**config.mk**
```make
export PLATFORM = sky130hd
export DESIGN_NAME = intr_edge_ctrl
export DESIGN_NICKNAME = d
export VERILOG_FILES = /design/src/rtl/intr_pkg.sv /design/src/rtl/intr_edge_chan.sv /design/src/rtl/intr_edge_ctrl.sv
export SDC_FILE = /design/constraint.sdc
export NUM_CORES = 1
export LEC_CHECK = 0
export CORE_AREA = 3 3 40 42
export DETAILED_ROUTE_END_ITERATION = 6
export DIE_AREA = 0 0 43 45
export PLACE_DENSITY_LB_ADDON = 0.15
export SKIP_CTS_REPAIR_TIMING = 1
export SLEW_MARGIN = 30
export SYNTH_ARGS = -nofsm -noshare
export SYNTH_HDL_FRONTEND = slang
export SYNTH_SLANG_ARGS = --single-unit
```
**constraint.sdc**
```tcl
create_clock -name clk -period 1.1 [get_ports clk]
set_input_delay 0.22 -clock clk [delete_from_list [all_inputs] [get_ports clk]]
set_output_delay 0.22 -clock clk [all_outputs]
set_load 0.03 [all_outputs]
```
**src/rtl/intr_pkg.sv**
```systemverilog
// Shared mode encodings and edge-select helper for the interrupt edge controller.
package intr_pkg;

  typedef enum logic [1:0] {
    ModeLevel = 2'b00,
    ModeRise  = 2'b01,
    ModeFall  = 2'b10,
    ModeBoth  = 2'b11
  } intr_mode_e;

  function automatic logic edge_hit(input intr_mode_e mode, input logic s, input logic p);
    logic hit;
    case (mode)
      ModeRise: hit = s & ~p;
      ModeFall: hit = ~s & p;
      ModeBoth: hit = s ^ p;
      default:  hit = 1'b0;
    endcase
    return hit;
  endfunction

endpackage

```
**src/rtl/intr_edge_chan.sv**
```systemverilog
// One interrupt channel: synchronizer, history flop, event detect and sticky pending bit.
module intr_edge_chan
  import intr_pkg::*;
#(
  parameter int unsigned SYNC_STAGE = 2
) (
  input  logic       clk,
  input  logic       resetn,
  input  logic       raw_intr,
  input  logic [1:0] mode,
  input  logic       detect_en,
  input  logic       clear,
  output logic       pending
);

  (* ASYNC_REG = "TRUE" *) logic [SYNC_STAGE-1:0] sync_q;
  logic [SYNC_STAGE-1:0] sync_d;
  logic                  s;
  logic                  p_q, p_d;
  logic                  pending_q, pending_d;
  logic                  evt;
  intr_mode_e            mode_e;

  assign mode_e  = intr_mode_e'(mode);
  assign s       = sync_q[SYNC_STAGE-1];
  assign pending = pending_q;

  always_comb begin
    sync_d = {sync_q[SYNC_STAGE-2:0], raw_intr};
    p_d    = s;
    evt    = detect_en & edge_hit(mode_e, s, p_q);
    // An event in the same cycle as a clear wins, so no event is ever dropped.
    if (mode_e == ModeLevel) begin
      pending_d = s;
    end else begin
      pending_d = (pending_q & ~clear) | evt;
    end
  end

  always_ff @(posedge clk or negedge resetn) begin
    if (!resetn) begin
      sync_q    <= '0;
      p_q       <= 1'b0;
      pending_q <= 1'b0;
    end else begin
      sync_q    <= sync_d;
      p_q       <= p_d;
      pending_q <= pending_d;
    end
  end

endmodule

```
**src/rtl/intr_edge_ctrl.sv**
```systemverilog
// Multi-channel interrupt edge/level controller with masked level output and retriggerable pulse.
module intr_edge_ctrl
  import intr_pkg::*;
#(
  parameter int unsigned INTR_WIDTH  = 1,
  parameter int unsigned SYNC_STAGE  = 2,
  parameter int unsigned PULSE_WIDTH = 4
) (
  input  logic                    clk,
  input  logic                    resetn,
  input  logic [INTR_WIDTH-1:0]   raw_intr,
  input  logic [2*INTR_WIDTH-1:0] mode,
  input  logic [INTR_WIDTH-1:0]   mask,
  input  logic [INTR_WIDTH-1:0]   clear,
  output logic [INTR_WIDTH-1:0]   pending,
  output logic                    intr_level,
  output logic                    intr_pulse
);

  localparam int unsigned CntW  = $clog2(PULSE_WIDTH + 1);
  localparam int unsigned WarmW = $clog2(SYNC_STAGE + 2);

  logic [WarmW-1:0]      warm_q, warm_d;
  logic                  detect_en;
  logic [INTR_WIDTH-1:0] masked;
  logic [INTR_WIDTH-1:0] masked_q, masked_d;
  logic                  level_q, level_d;
  logic [CntW-1:0]       cnt_q, cnt_d;

  // Hold off edge detection until the synchronizers and history flops hold real input data.
  assign detect_en = (warm_q == '0);

  for (genvar i = 0; i < INTR_WIDTH; i++) begin : g_chan
    intr_edge_chan #(
      .SYNC_STAGE(SYNC_STAGE)
    ) u_chan (
      .clk      (clk),
      .resetn   (resetn),
      .raw_intr (raw_intr[i]),
      .mode     (mode[2*i +: 2]),
      .detect_en(detect_en),
      .clear    (clear[i]),
      .pending  (pending[i])
    );
  end

  always_comb begin
    masked   = pending & mask;
    masked_d = masked;
    level_d  = |masked;
    warm_d   = (warm_q != '0) ? warm_q - 1'b1 : warm_q;
    if (|(masked & ~masked_q)) begin
      cnt_d = CntW'(PULSE_WIDTH);
    end else if (cnt_q != '0) begin
      cnt_d = cnt_q - 1'b1;
    end else begin
      cnt_d = cnt_q;
    end
  end

  always_ff @(posedge clk or negedge resetn) begin
    if (!resetn) begin
      warm_q   <= WarmW'(SYNC_STAGE + 1);
      masked_q <= '0;
      level_q  <= 1'b0;
      cnt_q    <= '0;
    end else begin
      warm_q   <= warm_d;
      masked_q <= masked_d;
      level_q  <= level_d;
      cnt_q    <= cnt_d;
    end
  end

  assign intr_level = level_q;
  assign intr_pulse = (cnt_q != '0);

endmodule

```
==> results of run 1 <==
[flip-flops by register name, indices dropped and copies added, names as in the netlist]
register and cells:
cnt_q 3, intr_level 1, g_chan.u_chan.sync_q 2, warm_q 2
g_chan.u_chan.pending 1, g_chan.u_chan.p_q 1
[worst register-to-register path: cells and delay by family (launching register included)]
kind,cells,cell delay [ns]
DFF,1,0.54
AOI/OAI and AO/OA,2,0.21
adders and majority gates,1,0.16
and+or+nand+nor,1,0.07
buffers and inverters,1,0.04
[final timing paths]
check                                             end  depth (start not counted)  slack (ns)
min in group clk           g_chan[0].u_chan.sync_q[1]                          0        0.36
hold / removal                             intr_level                          2        0.25
setup reg to reg             g_chan[0].u_chan.pending                          5       -0.03
max in group asynchronous                   warm_q[0]                          2        0.63
hold reg to reg            g_chan[0].u_chan.sync_q[1]                          0        0.36
setup / recovery                           intr_pulse                          4       -0.22
[stage by stage]
stage	TNS, ns	util, %	worst slack (ns)
after global routing	-0.4857	55.21	-0.2657
after global placement	-0.3211	49.08	-0.1144
after detailed placement	-0.4146	49.08	-0.1188
after CTS	-0.4530	51.90	-0.3373
after floorplan	0	-	0.001986
final	-0.2515	55.21	-0.2173
[cells by family (layout without fill, tap and decap cells)]
group	after synthesis	in the layout	share of synthesized area, %
AO/OA/AOI/OAI	6	6	8.641
adder cells (fa/ha/maj)	5	5	13.09
buffers and inverters	7	26	5.498
AND/OR/NAND/NOR	13	13	16.23
XOR/XNOR	2	2	3.666
flip-flops	10	10	52.88
[per-layer routing]
metal / global-route usage (%) / share of wire [%] / up-vias
li1: - / - / 175
met1: 12.22 / 41 / 162
met2: 16.47 / 51 / 9
met3: 3.187 / 8.2 / 0
met4: 5.422 / 0 / 0
met5: 0 / 0 / -
[area by class of cell]
type                       count  area [sq um]  area share (%)
clock buffer                   4         36.28           5.115
inverter                       7         26.28           3.704
multi-input combinational     26         239.0           33.69
sequential                    10         254.0           35.80
tap                           15         18.77           2.646
timing repair buffer          15         135.1           19.05
[power groups by stage]
stage	clock network [uW]	registers (uW)	logic [uW]
finish	333	494	542
global route	356	500	612
CTS	345	489	447
detailed placement	0	494	446
global placement	0	488	420
floorplan	0	502	290
[layout by cell type, fill, tap and decap left out]
cell type / count
and2_1: 1
inv_2: 5
a2bb2oi_1: 1
xnor2_1: 1
inv_1: 2
clkdlybuf4s50_1: 6
a211oi_1: 1
xnor2_2: 1
o21ai_1: 2
nand2b_4: 1
nor2_1: 3
nand2_1: 2
nor3_1: 1
clkbuf_4: 3
dfrtp_1: 7
dfstp_2: 2
and2_4: 1
ha_1: 3
a31oi_1: 1
buf_4: 7
nor2b_1: 2
clkbuf_8: 1
ha_4: 2
buf_6: 2
nor2b_4: 1
nand2b_1: 1
dfrtp_2: 1
a211o_1: 1
==> out/metrics.cfg, run 1 <==
[clock_network]
path_clk_slew_ns=0.07
cts_root_buffer=clkbuf_4
clock_path_buffers=2
numClockSinks=10
numCtsBuffers=3
cts_tree=done
cts-htree-levels=1
clock_latency_ns=0.26

[critical_path]
crit_required_ns=0.88
critical_path.startpoint_type=flop
max_stage_delay_ns=0.39
worstReg2RegStart=warm_q[0]
endpoint_kind=output pin
path_buf_inv=2
cp_max_fo=4
crit_family=flip-flops
path_cells=inv_2 -> ha_4 -> nand2b_4 -> buf_6
startpoint=cnt_q[1]
worstSetupPathType=reg -> out
cp_slowest_cell=dfrtp_1
critPathArrivalTime_ns=1.10

[power]
pwr-share-clk_pct=24.3
p_seq_share_pct=36.1
power.density_nw_per_um2=1929
pwr-share-comb_pct=39.6
p_int_uw=934.9
switching_share_pct=31.70
power_switching_uw=433.9
total_power_uw=1369
ir_worst_vdd_mv=1.372
leakage_uw=0.0003321

[place]
port_buffers=9
dp_cells=71
hpwl_microns=666.9
place_area_sq_um=630.6
gp_routability_congestion=0.7064

[layout]
drive_gt1_share_pct=43.55
design_area_sq_um=709.4
insertedDiodeCount=0
final_cells=77
final.fill_count=103
layout.nets=75
syn2layout_area_growth_pct=48.43

[synth]
synthArstFlopShare_pct=100.0
synthesis.area_sq_um=478.0
synth_edf_count=0
syn_nets=55
synth_common_cells=8 x dfrtp_1, 7 x inv_1, 5 x ha_1
seq_area_frac_synth_pct=52.88
syn_inst=43
yosysMostFrequentCell=dfrtp_1
ys_types=18
synth_ff_type=dfrtp_1
synth_top_cell_by_area=dfrtp_1
synthTopCellsByArea=dfrtp_1 42%, ha_1 13%, dfstp_2 11%
yosysWarnings=0
synth_seq_cells=10
yosysTopAreaCellShare_pct=41.88
synth_area_per_cell_sq_um=11.12

[sta]
period_minus_slack_ns=1.317
skew_ns=0.001817
setup_violations=2
post-route-period-util_pct=119.8
clock.fmax_mhz=759.1
hold_viol_final=0
report.final.slew_viol_count=0
grt_setup_unrepaired=true
setup_slack_ns=-0.2173
relSlewSlack_pct=87.07
max_slew.worst_pin.slew_ns=0.1929
hold_slack_ns=0.2526

[global_routing]
track_usage_pct=10.19
antenna_found_initial=0
grt_overflow=0
grt_pass1_wl_microns=1469
grt_pass1_vias=371
grt_max_degree=11

[floorplanning]
io_pins=10
die_h_microns=45
initial_core_util_pct=37.20
die-area_sq_um=1935
rows=13
core_area_sq_um=1285
die_width_microns=43

[routing]
vias=346
ant_nets=0
dr.pass1.iters=3
wl_per_cell_microns=11.38
route.detailed.drc=0
drtIter0Drc=4
routed_wl_microns=876
via_per_inst=4.494

[run_status]
status=finished, violations left
failed_checks=negative setup slack

[flow_run]
maxCapViolations=0

[worst_hold_path]
min-delay-path-class=in -> async

No activity file was read; power rests on OpenSTA's default activity.
==> run 2: changes to the inputs <==
Settings changed: CELL_PAD_IN_SITES_DETAIL_PLACEMENT from default to 2, CELL_PAD_IN_SITES_GLOBAL_PLACEMENT from default to 2, CORE_AREA 3 3 40 42 to default, CORE_MARGIN from default to 3, CORE_UTILIZATION from default to 26, DIE_AREA 0 0 43 45 to default, MAX_ROUTING_LAYER from default to met4.
==> out/metrics.cfg, run 2 (synthesized netlist as in run 1, its figures left out) <==
[run_status]
status=finished, violations left
failed_checks=negative setup slack

[routing]
route.detailed.drc=0
ant_nets=0
via_per_inst=4.163
drtIter0Drc=2
routed_wl_microns=1101
vias=358
dr.pass1.iters=2
wl_per_cell_microns=12.80

[place]
gp_routability_congestion=0.7414
hpwl_microns=845.8
port_buffers=9
dp_slack_ns=-0.1422
dp_cells=80
place_area_sq_um=641.9

[critical_path]
worstSetupPathType=reg -> out
cp_slowest_cell=dfrtp_1
cp_max_fo=4
crit_family=flip-flops
endpoint_kind=output pin
critPathArrivalTime_ns=1.14
path_buf_inv=2
critical_path.startpoint_type=flop
path_cells=inv_2 -> ha_4 -> nand2b_4 -> buf_6
max_stage_delay_ns=0.41
crit_required_ns=0.88

[floorplanning]
die_width_microns=48.88
core_area_sq_um=1612
initial_core_util_pct=29.66
die_h_microns=48.88
io_pins=10
rows=14
die-area_sq_um=2389

[power]
pwr-share-clk_pct=20.2
power.density_nw_per_um2=1924
ir_worst_vdd_mv=0.9658
p_seq_share_pct=36.1
p_int_uw=905.4
pwr-share-comb_pct=43.7
power_switching_uw=479.0
switching_share_pct=34.60
leakage_uw=0.0003301

[layout]
final.fill_count=184
final_common_cell=dfrtp_1
syn2layout_area_growth_pct=50.52
final_cell_mix=7 x dfrtp_1, 6 x clkdlybuf4s50_1, 6 x buf_4
top_register=cnt_q
design_area_sq_um=719.4
insertedDiodeCount=0
drive_gt1_share_pct=43.55
final_cells=86
largestRegisters=cnt_q x3, g_chan.u_chan.sync_q x2, warm_q x2
largest_reg_flops=3
layout.nets=75

[sta]
setup_violations=3
post-route-period-util_pct=123.5
clock.fmax_mhz=736.0
hold_viol_final=0
period_minus_slack_ns=1.359
max_slew.worst_pin.slew_ns=0.1829
skew_ns=0.01536
tns_ns=-0.2812
relSlewSlack_pct=87.76
setup_slack_ns=-0.2586
grt_setup_unrepaired=true
hold_slack_ns=0.2381
report.final.slew_viol_count=0

[clock_network]
clock_path_buffers=2
cts_root_buffer=clkbuf_4
cts-htree-levels=1
path_clk_slew_ns=0.08
numCtsBuffers=3
clock_latency_ns=0.28
numClockSinks=10
cts_tree=done

[global_routing]
track_usage_pct=10.97
grt_pass1_vias=409
grt_max_degree=11
grt_overflow=0
antenna_found_initial=0
grt_pass1_wl_microns=1938

[flow_run]
maxCapViolations=0

[worst_hold_path]
min-delay-path-class=in -> async

[run 2: cell types whose count changed in the layout (fill, tap and decap cells not counted)]
cell and delta:
a211oi_1 -1, buf_6 +1, a211oi_2 +1, buf_4 -1, clkbuf_1 +1, clkbuf_8 -1
[run 2: stage by stage]
step | util [%] | total power, uW
final | 44.64 | 1384
after global routing | 44.64 | 1500
after CTS | 41.46 | 1246
after detailed placement | 39.83 | 969.9
after global placement | 39.83 | 911.4
after floorplan | - | 792.3
[run 2: power groups by stage]
| stage | clock network [uW] | logic [uW] | registers, uW |
|---|---|---|---|
| global route | 321 | 667 | 513 |
| detailed placement | 0 | 469 | 501 |
| finish | 279 | 605 | 500 |
| CTS | 279 | 474 | 493 |
| floorplan | 0 | 290 | 502 |
| global placement | 0 | 423 | 488 |
[run 2: routing by layer]
metal / GRT usage [%] / wire length (microns) / share of wire, % / vias to the layer above
met5: - / 0 / 0 / -
met4: 5.687 / 21 / 1.9 / 0
met1: 12.95 / 529 / 48 / 172
li1: - / - / - / 173
met3: 3.364 / 46 / 4.2 / 2
met2: 16.74 / 504 / 46 / 11
[run 2: area by class of cell]
class | count | area [sq um] | share of cell area, %
Sequential cell | 10 | 254.0 | 35.30
Multi-Input combinational cell | 26 | 244.0 | 33.91
Timing Repair Buffer | 15 | 138.9 | 19.30
Tap cell | 24 | 30.03 | 4.174
Clock buffer | 4 | 26.28 | 3.652
Inverter | 7 | 26.28 | 3.652
[run 2: worst reg2reg max path, stage by stage, from the launching register on]
cell,delay (ns)
dfstp_2,0.53
inv_2,0.04
ha_4,0.16
nand2_1,0.06
a31oi_1,0.09
a2bb2oi_1,0.13
[run 2: worst paths after layout]
path,startpoint,end,slack (ns),cells past startpoint
worst min register to register,g_chan[0].u_chan.sync_q[0],g_chan[0].u_chan.sync_q[1],0.35,0
worst min-delay path,resetn,g_chan[0].u_chan.pending,0.24,2
max in group asynchronous,resetn,warm_q[0],0.62,2
worst max-delay path,cnt_q[1],intr_pulse,-0.26,4
min in group clk,g_chan[0].u_chan.sync_q[0],g_chan[0].u_chan.sync_q[1],0.35,0
worst max register to register,warm_q[1],g_chan[0].u_chan.pending,-0.02,5
==> run 3: changes to the inputs <==
Settings changed: SKIP_CTS_REPAIR_TIMING 1 to default.
==> out/metrics.cfg, run 3 (synthesized netlist as in run 1, its figures left out) <==
[layout]
top_register=cnt_q
final_cell_mix=8 x buf_4, 7 x dfrtp_1, 6 x clkdlybuf4s50_1
insertedDiodeCount=0
drive_gt1_share_pct=50.77
syn2layout_area_growth_pct=59.69
final_cells=89
largest_reg_flops=3
largestRegisters=cnt_q x3, g_chan.u_chan.sync_q x2, warm_q x2
final_common_cell=buf_4
layout.nets=78
design_area_sq_um=763.2

[routing]
routed_wl_microns=1157
via_per_inst=4.202
ant_nets=0
wl_per_cell_microns=13.00
dr_wl_met3_microns=43
highest_layer=met3
met2_length_microns=601
drtIter0Drc=3
drt-met1-wl_microns=512
route.detailed.drc=0
dr.pass1.iters=2
vias=374

[critical_path]
cp_slowest_cell=dfrtp_1
worstSetupPathType=reg -> out
r2r_cells=7
critical_path.startpoint_type=flop
r2r_end=cnt_q[0]
endpoint_kind=output pin
r2r_setup_slack_ns=-0.14
crit_required_ns=0.88
worstReg2RegStart=cnt_q[1]
path_cells=inv_2 -> ha_4 -> nand2b_4 -> buf_6
cp_max_fo=2
max_stage_delay_ns=0.40
critPathArrivalTime_ns=1.10

[sta]
hold_slack_ns=0.2525
relSlewSlack_pct=85.67
setup_violations=5
max_slew.worst_pin.slew_ns=0.2133
post-route-period-util_pct=119.7
clock.fmax_mhz=759.7
grt_setup_unrepaired=true
report.final.slew_viol_count=0
period_minus_slack_ns=1.316
skew_ns=0.01352
hold_viol_final=0
setup_slack_ns=-0.2163

[floorplanning]
rows=14
die-area_sq_um=2389
initial_core_util_pct=29.66
die_h_microns=48.88
die_width_microns=48.88
io_pins=10
core_area_sq_um=1612

[power]
leakage_uw=0.0003527
ir_worst_vdd_mv=1.010
power.density_nw_per_um2=2016

[global_routing]
grt_pass1_vias=440
antenna_found_initial=0
grt_max_degree=11
grt_pass1_wl_microns=2014
track_usage_pct=11.51
grt_overflow=0

[place]
gp_routability_congestion=0.7414
dp_cells=80
hpwl_microns=845.8
port_buffers=9
place_area_sq_um=641.9

[clock_network]
numClockSinks=10
clock_latency_ns=0.26
cts-htree-levels=1
cts_root_buffer=clkbuf_4
clock_path_buffers=2
path_clk_slew_ns=0.08
cts_tree=done
numCtsBuffers=3

[run_status]
status=finished, violations left
failed_checks=negative setup slack

[flow_run]
maxCapViolations=0

[worst_hold_path]
min-delay-path-class=in -> async

## run 3: timing repair
action                                  CTS  global route
pin swaps                                 2             3
resized for setup                        11             7
buffers inserted                          2             3
endpoints found under the setup margin    6             9
hold buffers                              0             0
## run 3: stage by stage
stage / setup slack (ns) / power (uW) / util, % / TNS (ns)
3_3_place_gp: -0.1168 / 911.4 / 39.83 / -0.3400
4_1_cts: -0.2235 / 1444 / 44.49 / -0.3622
3_5_place_dp: -0.1422 / 969.9 / 39.83 / -0.4760
5_1_grt: -0.2653 / 1665 / 47.36 / -0.8087
2_1_floorplan: 0.001986 / 792.3 / - / 0
6_report: -0.2163 / 1539 / 47.36 / -0.4716
## run 3: final cells by class
| class | instances | area (sq um) |
|---|---|---|
| clock buffer | 4 | 26.28 |
| inverter | 7 | 26.28 |
| sequential | 10 | 254.0 |
| multi-input combinational | 26 | 261.5 |
| fill | 183 | 848.3 |
| tap | 24 | 30.03 |
| timing repair buffer | 18 | 165.2 |
## run 3: worst max path at each step
stage,slack (ns),cells past startpoint,end,start
after floorplan,0.002,3,cnt_q[2],g_chan[0].u_chan.pending
after global placement,-0.12,4,cnt_q[2],mask
after detailed placement,-0.14,4,cnt_q[2],mask
after CTS,-0.22,4,intr_pulse,cnt_q[0]
after global routing,-0.27,4,intr_pulse,cnt_q[0]
final,-0.22,4,intr_pulse,cnt_q[1]
## run 3: power by group
group,leakage [uW],switching [uW],internal [uW]
clock,0.0000150,129,140
sequential,0.000114,55.5,442
combinational,0.000224,343,430
## run 3: routing by layer
metal	track usage, %	vias up
met2	19.00	8
li1	-	182
met3	3.364	0
met5	-	-
met1	12.59	184
met4	5.687	0
## run 3: worst max-delay path: cells and delay by family, from the launching register on
kind          cells  cell delay, ns
flops             1            0.40
buf+inv           2            0.22
fa+ha+maj         1            0.15
simple gates      1            0.06
